### src/rtl/seq_divider.sv
// Multi-cycle restoring divider: one quotient bit per clock, start/busy/done handshake.
// Define SEQ_DIVIDER_SIGNED_EN to add the signed_op port for two's complement operation.
module seq_divider #(
  parameter int WIDTH = 8,
  parameter int CNT_W = $clog2(WIDTH + 1)
) (
  input  logic             clk,
  input  logic             rst,
  input  logic             start,
  input  logic [WIDTH-1:0] dividend,
  input  logic [WIDTH-1:0] divisor,
`ifdef SEQ_DIVIDER_SIGNED_EN
  input  logic             signed_op,
`endif
  output logic             busy,
  output logic             done,
  output logic [WIDTH-1:0] quotient,
  output logic [WIDTH-1:0] remainder,
  output logic             div_zero
);

  typedef enum logic [1:0] {
    IDLE,
    RUN,
    FIN
  } state_t;

  state_t             state_q;
  logic [CNT_W-1:0]   cnt_q;
  logic [2*WIDTH-1:0] part_q;
  logic [WIDTH-1:0]   dvs_q;
  logic               qneg_q;
  logic               rneg_q;
  logic               busy_q;
  logic               done_q;
  logic               dz_q;
  logic [WIDTH-1:0]   quo_q;
  logic [WIDTH-1:0]   rem_q;

  logic               sop;
  logic [WIDTH-1:0]   a_mag;
  logic [WIDTH-1:0]   b_mag;
  logic [2*WIDTH:0]   trial;
  logic [WIDTH:0]     hi;
  logic [WIDTH:0]     diff;
  logic [2*WIDTH-1:0] part_d;
  logic [WIDTH-1:0]   quo_d;
  logic [WIDTH-1:0]   rem_d;

`ifdef SEQ_DIVIDER_SIGNED_EN
  assign sop = signed_op;
`else
  assign sop = 1'b0;
`endif

  // The core always works on magnitudes; signs are restored on write-back.
  always_comb begin
    a_mag = dividend;
    b_mag = divisor;
    if (sop && dividend[WIDTH-1]) a_mag = {WIDTH{1'b0}} - dividend;
    if (sop && divisor[WIDTH-1])  b_mag = {WIDTH{1'b0}} - divisor;
  end

  // Keep the shifted-out bit so the trial compare never overflows.
  always_comb begin
    trial  = {part_q, 1'b0};
    hi     = trial[2*WIDTH:WIDTH];
    diff   = hi - {1'b0, dvs_q};
    part_d = trial[2*WIDTH-1:0];
    if (hi >= {1'b0, dvs_q}) begin
      part_d = {diff[WIDTH-1:0], trial[WIDTH-1:1], 1'b1};
    end
    quo_d = part_d[WIDTH-1:0];
    rem_d = part_d[2*WIDTH-1:WIDTH];
    if (qneg_q) quo_d = {WIDTH{1'b0}} - part_d[WIDTH-1:0];
    if (rneg_q) rem_d = {WIDTH{1'b0}} - part_d[2*WIDTH-1:WIDTH];
  end

  always_ff @(posedge clk or posedge rst) begin
    if (rst) begin
      state_q <= IDLE;
      cnt_q   <= '0;
      part_q  <= '0;
      dvs_q   <= '0;
      qneg_q  <= 1'b0;
      rneg_q  <= 1'b0;
      busy_q  <= 1'b0;
      done_q  <= 1'b0;
      dz_q    <= 1'b0;
      quo_q   <= '0;
      rem_q   <= '0;
    end else begin
      done_q <= 1'b0;
      case (state_q)
        IDLE: begin
          if (start) begin
            busy_q <= 1'b1;
            qneg_q <= sop & (dividend[WIDTH-1] ^ divisor[WIDTH-1]);
            rneg_q <= sop & dividend[WIDTH-1];
            if (divisor == '0) begin
              quo_q   <= '1;
              rem_q   <= dividend;
              dz_q    <= 1'b1;
              state_q <= FIN;
            end else begin
              dvs_q   <= b_mag;
              part_q  <= {{WIDTH{1'b0}}, a_mag};
              cnt_q   <= CNT_W'(WIDTH);
              dz_q    <= 1'b0;
              state_q <= RUN;
            end
          end
        end
        RUN: begin
          part_q <= part_d;
          cnt_q  <= cnt_q - 1'b1;
          if (cnt_q == CNT_W'(1)) begin
            quo_q   <= quo_d;
            rem_q   <= rem_d;
            state_q <= FIN;
          end
        end
        FIN: begin
          done_q  <= 1'b1;
          busy_q  <= 1'b0;
          state_q <= IDLE;
        end
        default: state_q <= IDLE;
      endcase
    end
  end

  assign busy      = busy_q;
  assign done      = done_q;
  assign quotient  = quo_q;
  assign remainder = rem_q;
  assign div_zero  = dz_q;

endmodule
### config.mk
export PLATFORM = sky130hd
export DESIGN_NAME = seq_divider
export DESIGN_NICKNAME = d
export VERILOG_FILES = /design/src/rtl/seq_divider.sv
export SDC_FILE = /design/constraint.sdc
export NUM_CORES = 1
export LEC_CHECK = 0
export BUFFER_PORTS_ARGS = -buffer_cell sky130_fd_sc_hd__buf_2
export CAP_MARGIN = 10
export CORE_MARGIN = 5
export CORE_UTILIZATION = 46
export DETAILED_ROUTE_END_ITERATION = 16
export MAX_ROUTING_LAYER = met4
export PLACE_DENSITY = 0.66
export SYNTH_ARGS = -nofsm -noshare
export SYNTH_HDL_FRONTEND = slang
export SYNTH_SLANG_ARGS = --single-unit
### constraint.sdc
create_clock -name clk -period 5.7 [get_ports clk]
set_input_delay 0.285 -clock clk [delete_from_list [all_inputs] [get_ports clk]]
set_output_delay 0.285 -clock clk [all_outputs]
set_load 0.01 [all_outputs]
=== Word level (Yosys, flattened, before mapping) ===
Cells that the tools add are included.

* Output and inout bits: 19
* Bits of input ports: 19
* Flip-flop bits (word level): 49

* Reductions and logical operators: 10
* Equal/unequal tests: 7
* Multiplexer cells: 23
* $add $sub $neg: 2
* Bitwise operators: 1
* Order comparisons: 1

{| class="wikitable"
|+ Operator list
! cell !! number
|-
| 16-bit 2-to-1 mux || 3
|-
| 8-bit 2-to-1 mux || 6
|-
| 16-bit case mux with 2 select lines || 1
|-
| 8-bit case mux with 2 select lines || 2
|-
| 9-bit by 8-bit >= comparator with 1-bit output || 1
|-
| 8-bit logical NOT || 1
|-
| 4-bit 2-to-1 mux || 2
|-
| 2-bit inequality test (second input constant) || 4
|-
| 4-bit case mux with 2 select lines || 1
|-
| 8-bit subtractor || 1
|-
| 2-bit 2-to-1 mux || 3
|-
| 2-bit AND reduction || 3
|-
| 3-bit AND reduction || 2
|-
| 4-bit by 1-bit == test with 1-bit output (second input constant) || 1
|-
| 2-bit case mux with 2 select lines || 1
|-
| 4-bit AND reduction || 1
|-
| 2-bit nonzero test || 2
|-
| 4-bit by 1-bit subtractor with 4-bit output (second input constant) || 1
|-
| 1-bit 2-to-1 mux || 3
|-
| 2-bit by 1-bit == test with 1-bit output (second input constant) || 1
|-
| 2-bit == test (second input constant) || 1
|-
| 2-bit logical NOT || 1
|-
| 1-bit case mux with 2 select lines || 1
|-
| 1-bit NOT || 1
|}

=== Depth between registers and ports, before layout ===
* Word-level depth: 4
* Mapped depth: 9
* Depth with buffers taken out: 9

=== Worst setup path before layout ===
OpenSTA, ideal clock, no wires.

* Path type: register -> register
* Start: register part_q[7]
* End: register rem_q[4] (netlist: remainder[4])
* Library setup time: 0.084 ns
* Data arrival time: 1.938 ns
* Path slack: 3.679 ns
* Stages on the path, launching flop included: 9
* Cell sequence: dfrtp_1 inv_1 ha_1 fa_1 nand2b_1 a21oi_1 nor2_1 or4_4 a41oi_2

* Longest elaborated chain between the ends: 4
* Elaborated cells between the ends (all ways): 5

{| class="wikitable"
|+ RTL lines
! element !! RTL line !! text
|-
| from (decl) || 30 || <nowiki>logic [2*WIDTH-1:0] part_q;</nowiki>
|-
| from (signal assigned) || 107 || <nowiki>part_q <= {{WIDTH{1'b0}}, a_mag};</nowiki>
|-
| from (signal assigned) || 115 || <nowiki>part_q <= part_d;</nowiki>
|-
| 8-bit subtractor / 9-bit by 8-bit >= comparator with 1-bit output (equally long branches) || 68, 70 ||
|-
| 16-bit 2-to-1 mux (*) || 70 || <nowiki>if (hi >= {1'b0, dvs_q}) begin</nowiki>
|-
| 8-bit 2-to-1 mux (*) || 117 || <nowiki>if (cnt_q == CNT_W'(1)) begin</nowiki>
|-
| 8-bit case mux with 2 select lines (*) || 94 || <nowiki>case (state_q)</nowiki>
|-
| to (signal assigned) || 102 || <nowiki>rem_q <= dividend;</nowiki>
|-
| to (signal assigned) || 119 || <nowiki>rem_q <= rem_d;</nowiki>
|-
| to (decl) || 38 || <nowiki>logic [WIDTH-1:0] rem_q;</nowiki>
|}

Every way passes the cells marked *; elsewhere a longest branch is shown, timed or not. The select of a mux whose other input is x is not followed.
A chain may end at the register's enable or synchronous reset.

=== Worst setup path in the final report ===
* Start: register part_q[10]
* End: register part_q[13]

* Longest elaborated chain between the ends: 3
* Elaborated cells between the ends (all ways): 4

{| class="wikitable"
|+ RTL lines
! element !! RTL line
|-
| 8-bit subtractor / 9-bit by 8-bit >= comparator with 1-bit output (equally long branches) || 68, 70
|-
| 16-bit 2-to-1 mux (*) || 70
|-
| 16-bit case mux with 2 select lines (*) || 94
|}

Every way passes the cells marked *; elsewhere a longest branch is shown, timed or not.

==> impl_metrics.toml <==
[sta]
max_slew_margin_pct = 31.9
slew_violations = 0
finalSetupViolCount = 0
period_needed_ns = 2.31
setup_tns_ns = 0
tightest_slew_ns = 1.02
final-hold-violation-count = 0
rsz0062_at_grt = "no"
max_freq_ghz = 0.433
timing.final.ws_setup_ns = 3.39
min_period_over_period_pct = 40.5
skew_ns = 0.0158

[global_routing]
grt_util_all_layers_pct = 17.3
grt_pass1_vias = 2021
antenna_found_initial = 0
grt_pass1_wl_um = 9780
grt_max_degree = 50
grt-ovfl-total = 0

[placed_design]
place_congestion = 0.766
portBuffers = 37
place_ws_ns = 3.46
hpwl_um = 4180

[worst_setup_path]
cp-end-kind = "flop"
crit_arrival_ns = 2.45
start_kind = "flop"
required_ns = 5.84
critical_path_class = "reg2reg"
crit_path_max_fanout = 13

[clocking]
hold_buffers = 0
ctsResizeCount = 0
cts_root_buf = "clkbuf_8"
cts_made_buffers = 5
post-cts-setup-buffers = 0
htree_levels = 2
clk_latency_ns = 0.31
clk_pin_slew_ns = 0.10
cts_buffer_depth = 2
tritoncts = "yes"
clock-sinks = 49

[logic_synthesis]
synth.most_common_cell = "dfrtp_1"
synth_flop_cell = "dfrtp_1"
post-synth-top-area-fraction_pct = 47.6
synth_cells = 273
async_flop_share_pct = 100
synth_area_leader_cell = "dfrtp_1"
ys_seq_area_share_pct = 47.6
synth-edff-count = 0
syn_area_um2 = 2580
ys_top_cells_by_area = "dfrtp_1, nor2_1, nand2_1"
ys_top_cells_by_count = "dfrtp_1, nor2_1, nand2_1"
syn-num-nets = 303
yosysUniqueCellTypes = 51
ys_warn_count = 0
ys_ff_latch = 49
avgSynthCellArea_um2 = 9.44

[floorplanning]
initial_utilization_pct = 47.1
die_w_um = 84.8
ios = 38
fp.dieH_um = 84.8
die_area_um2 = 7200
std_cell_rows = 27
core_area_um2 = 5470

[cells_and_area]
syn_to_final_growth_pct = 12.6
n_antenna_cell = 0
drive_above_1_share_pct = 21.8
final.fill_count = 507
multiInputGateArea_um2 = 1210
area.sequential_um2 = 1230
num-nets-final = 337

[route]
dr_total_vias = 2006
drt_wl_total_um = 5740
drtIter0Drc = 141
drc = 0
firstDrtPassIters = 4
wire_per_inst_um = 15.1
post_drt_via_cell_ratio = 5.28
drtAntennaViolNets = 0

[pwr]
p_leak_nw = 1.35
powerDensity_nw_per_um2 = 673
ir_drop_mv = 0.342

[min_path]
hold_path.class = "in2async"

[job]
maxCapViolations = 0

[status]
status = "finished, final reports clean"
-- layer usage --
layer | vias to the layer above | track usage (%) | share of wire (%)
li1 | 999 | - | -
met1 | 972 | 23.5 | 47
met2 | 31 | 27.0 | 49
met3 | 4 | 3.40 | 3.7
met4 | 0 | 3.74 | 0.70
met5 | - | - | 0
-- cell usage in the layout (no fill, tap or decap), types with 3 or more instances in the layout --
| master | count |
|---|---|
| a21oi_1 | 12 |
| a21oi_2 | 3 |
| a31oi_1 | 9 |
| a41oi_1 | 3 |
| buf_2 | 37 |
| clkbuf_8 | 5 |
| dfrtp_1 | 49 |
| ha_1 | 10 |
| inv_1 | 14 |
| mux2i_1 | 4 |
| nand2_1 | 37 |
| nand2b_1 | 5 |
| nand3_1 | 10 |
| nor2_1 | 40 |
| nor2b_1 | 4 |
| o21ai_0 | 16 |
| or3_1 | 4 |
| xor2_1 | 3 |
-- registers in the layout, summed over array words and instances (netlist names) --
signal	cells
part_q	16
dvs_q	8
quotient	8
remainder	8
cnt_q	4
state_q	2
busy	1
div_zero	1
done	1
-- final timing paths --
| path | end | slack [ns] | from | cells after the start |
|---|---|---|---|---|
| worst min-delay path | part_q[6] | 0.21 | rst | 2 |
| max in group asynchronous | dvs_q[0] | 4.85 | rst | 2 |
| worst max register to register | part_q[13] | 3.39 | part_q[10] | 7 |
| min in group clk | dvs_q[5] | 0.21 | divisor[5] | 3 |
| worst max-delay path | part_q[13] | 3.39 | part_q[10] | 7 |
| worst min register to register | busy | 0.52 | busy | 2 |
-- through the flow --
step                      utilization (%)  power [mW]  cells  hold WS, ns  cell area (um2)
final                                53.0        1.95    380        0.205             2900
after global routing                 53.0        2.13    380        0.212             2900
after CTS                            53.0        1.97    380        0.196             2900
after detailed placement             50.9        1.70    372        0.505             2790
after global placement               50.9        1.69    372        0.477             2790
after floorplan                         -        1.46    273        0.402             2580
-- worst max-delay path: stages, from the launching register on --
cell,delay (ns)
dfrtp_1,0.41
ha_1,0.36
a21o_1,0.19
a21oi_2,0.21
o2111ai_2,0.20
nand2_2,0.28
mux2i_1,0.37
o21ai_0,0.12
-- report_power, final --
group	switching (mW)	total [mW]	internal, mW
Clock	0.121	0.252	0.131
Combinational	0.637	1.08	0.442
Sequential	0.107	0.623	0.515
Total	0.865	1.95	1.09
-- cells by family after synthesis --
group                      after synthesis  share of synthesized area (%)
AOI/OAI and AO/OA                       62                           17.0
buffers and inverters                   27                           5.29
and+or+nand+nor                        113                           20.3
muxes                                    6                           2.43
DFF                                     49                           47.6
adders and majority gates               11                           5.63
xor gates and xnor gates                 5                           1.70
-- area by class of cell --
| cell class | instances | area share [%] |
|---|---|---|
| Clock buffer | 5 | 2.37 |
| Clock inverter | 3 | 1.60 |
| Tap cell | 72 | 3.10 |
| Multi-Input combinational cell | 197 | 41.8 |
| Timing Repair Buffer | 39 | 6.90 |
| Sequential cell | 49 | 42.3 |
| Inverter | 15 | 1.94 |
Note: power is estimated with default switching activity, not from simulation.
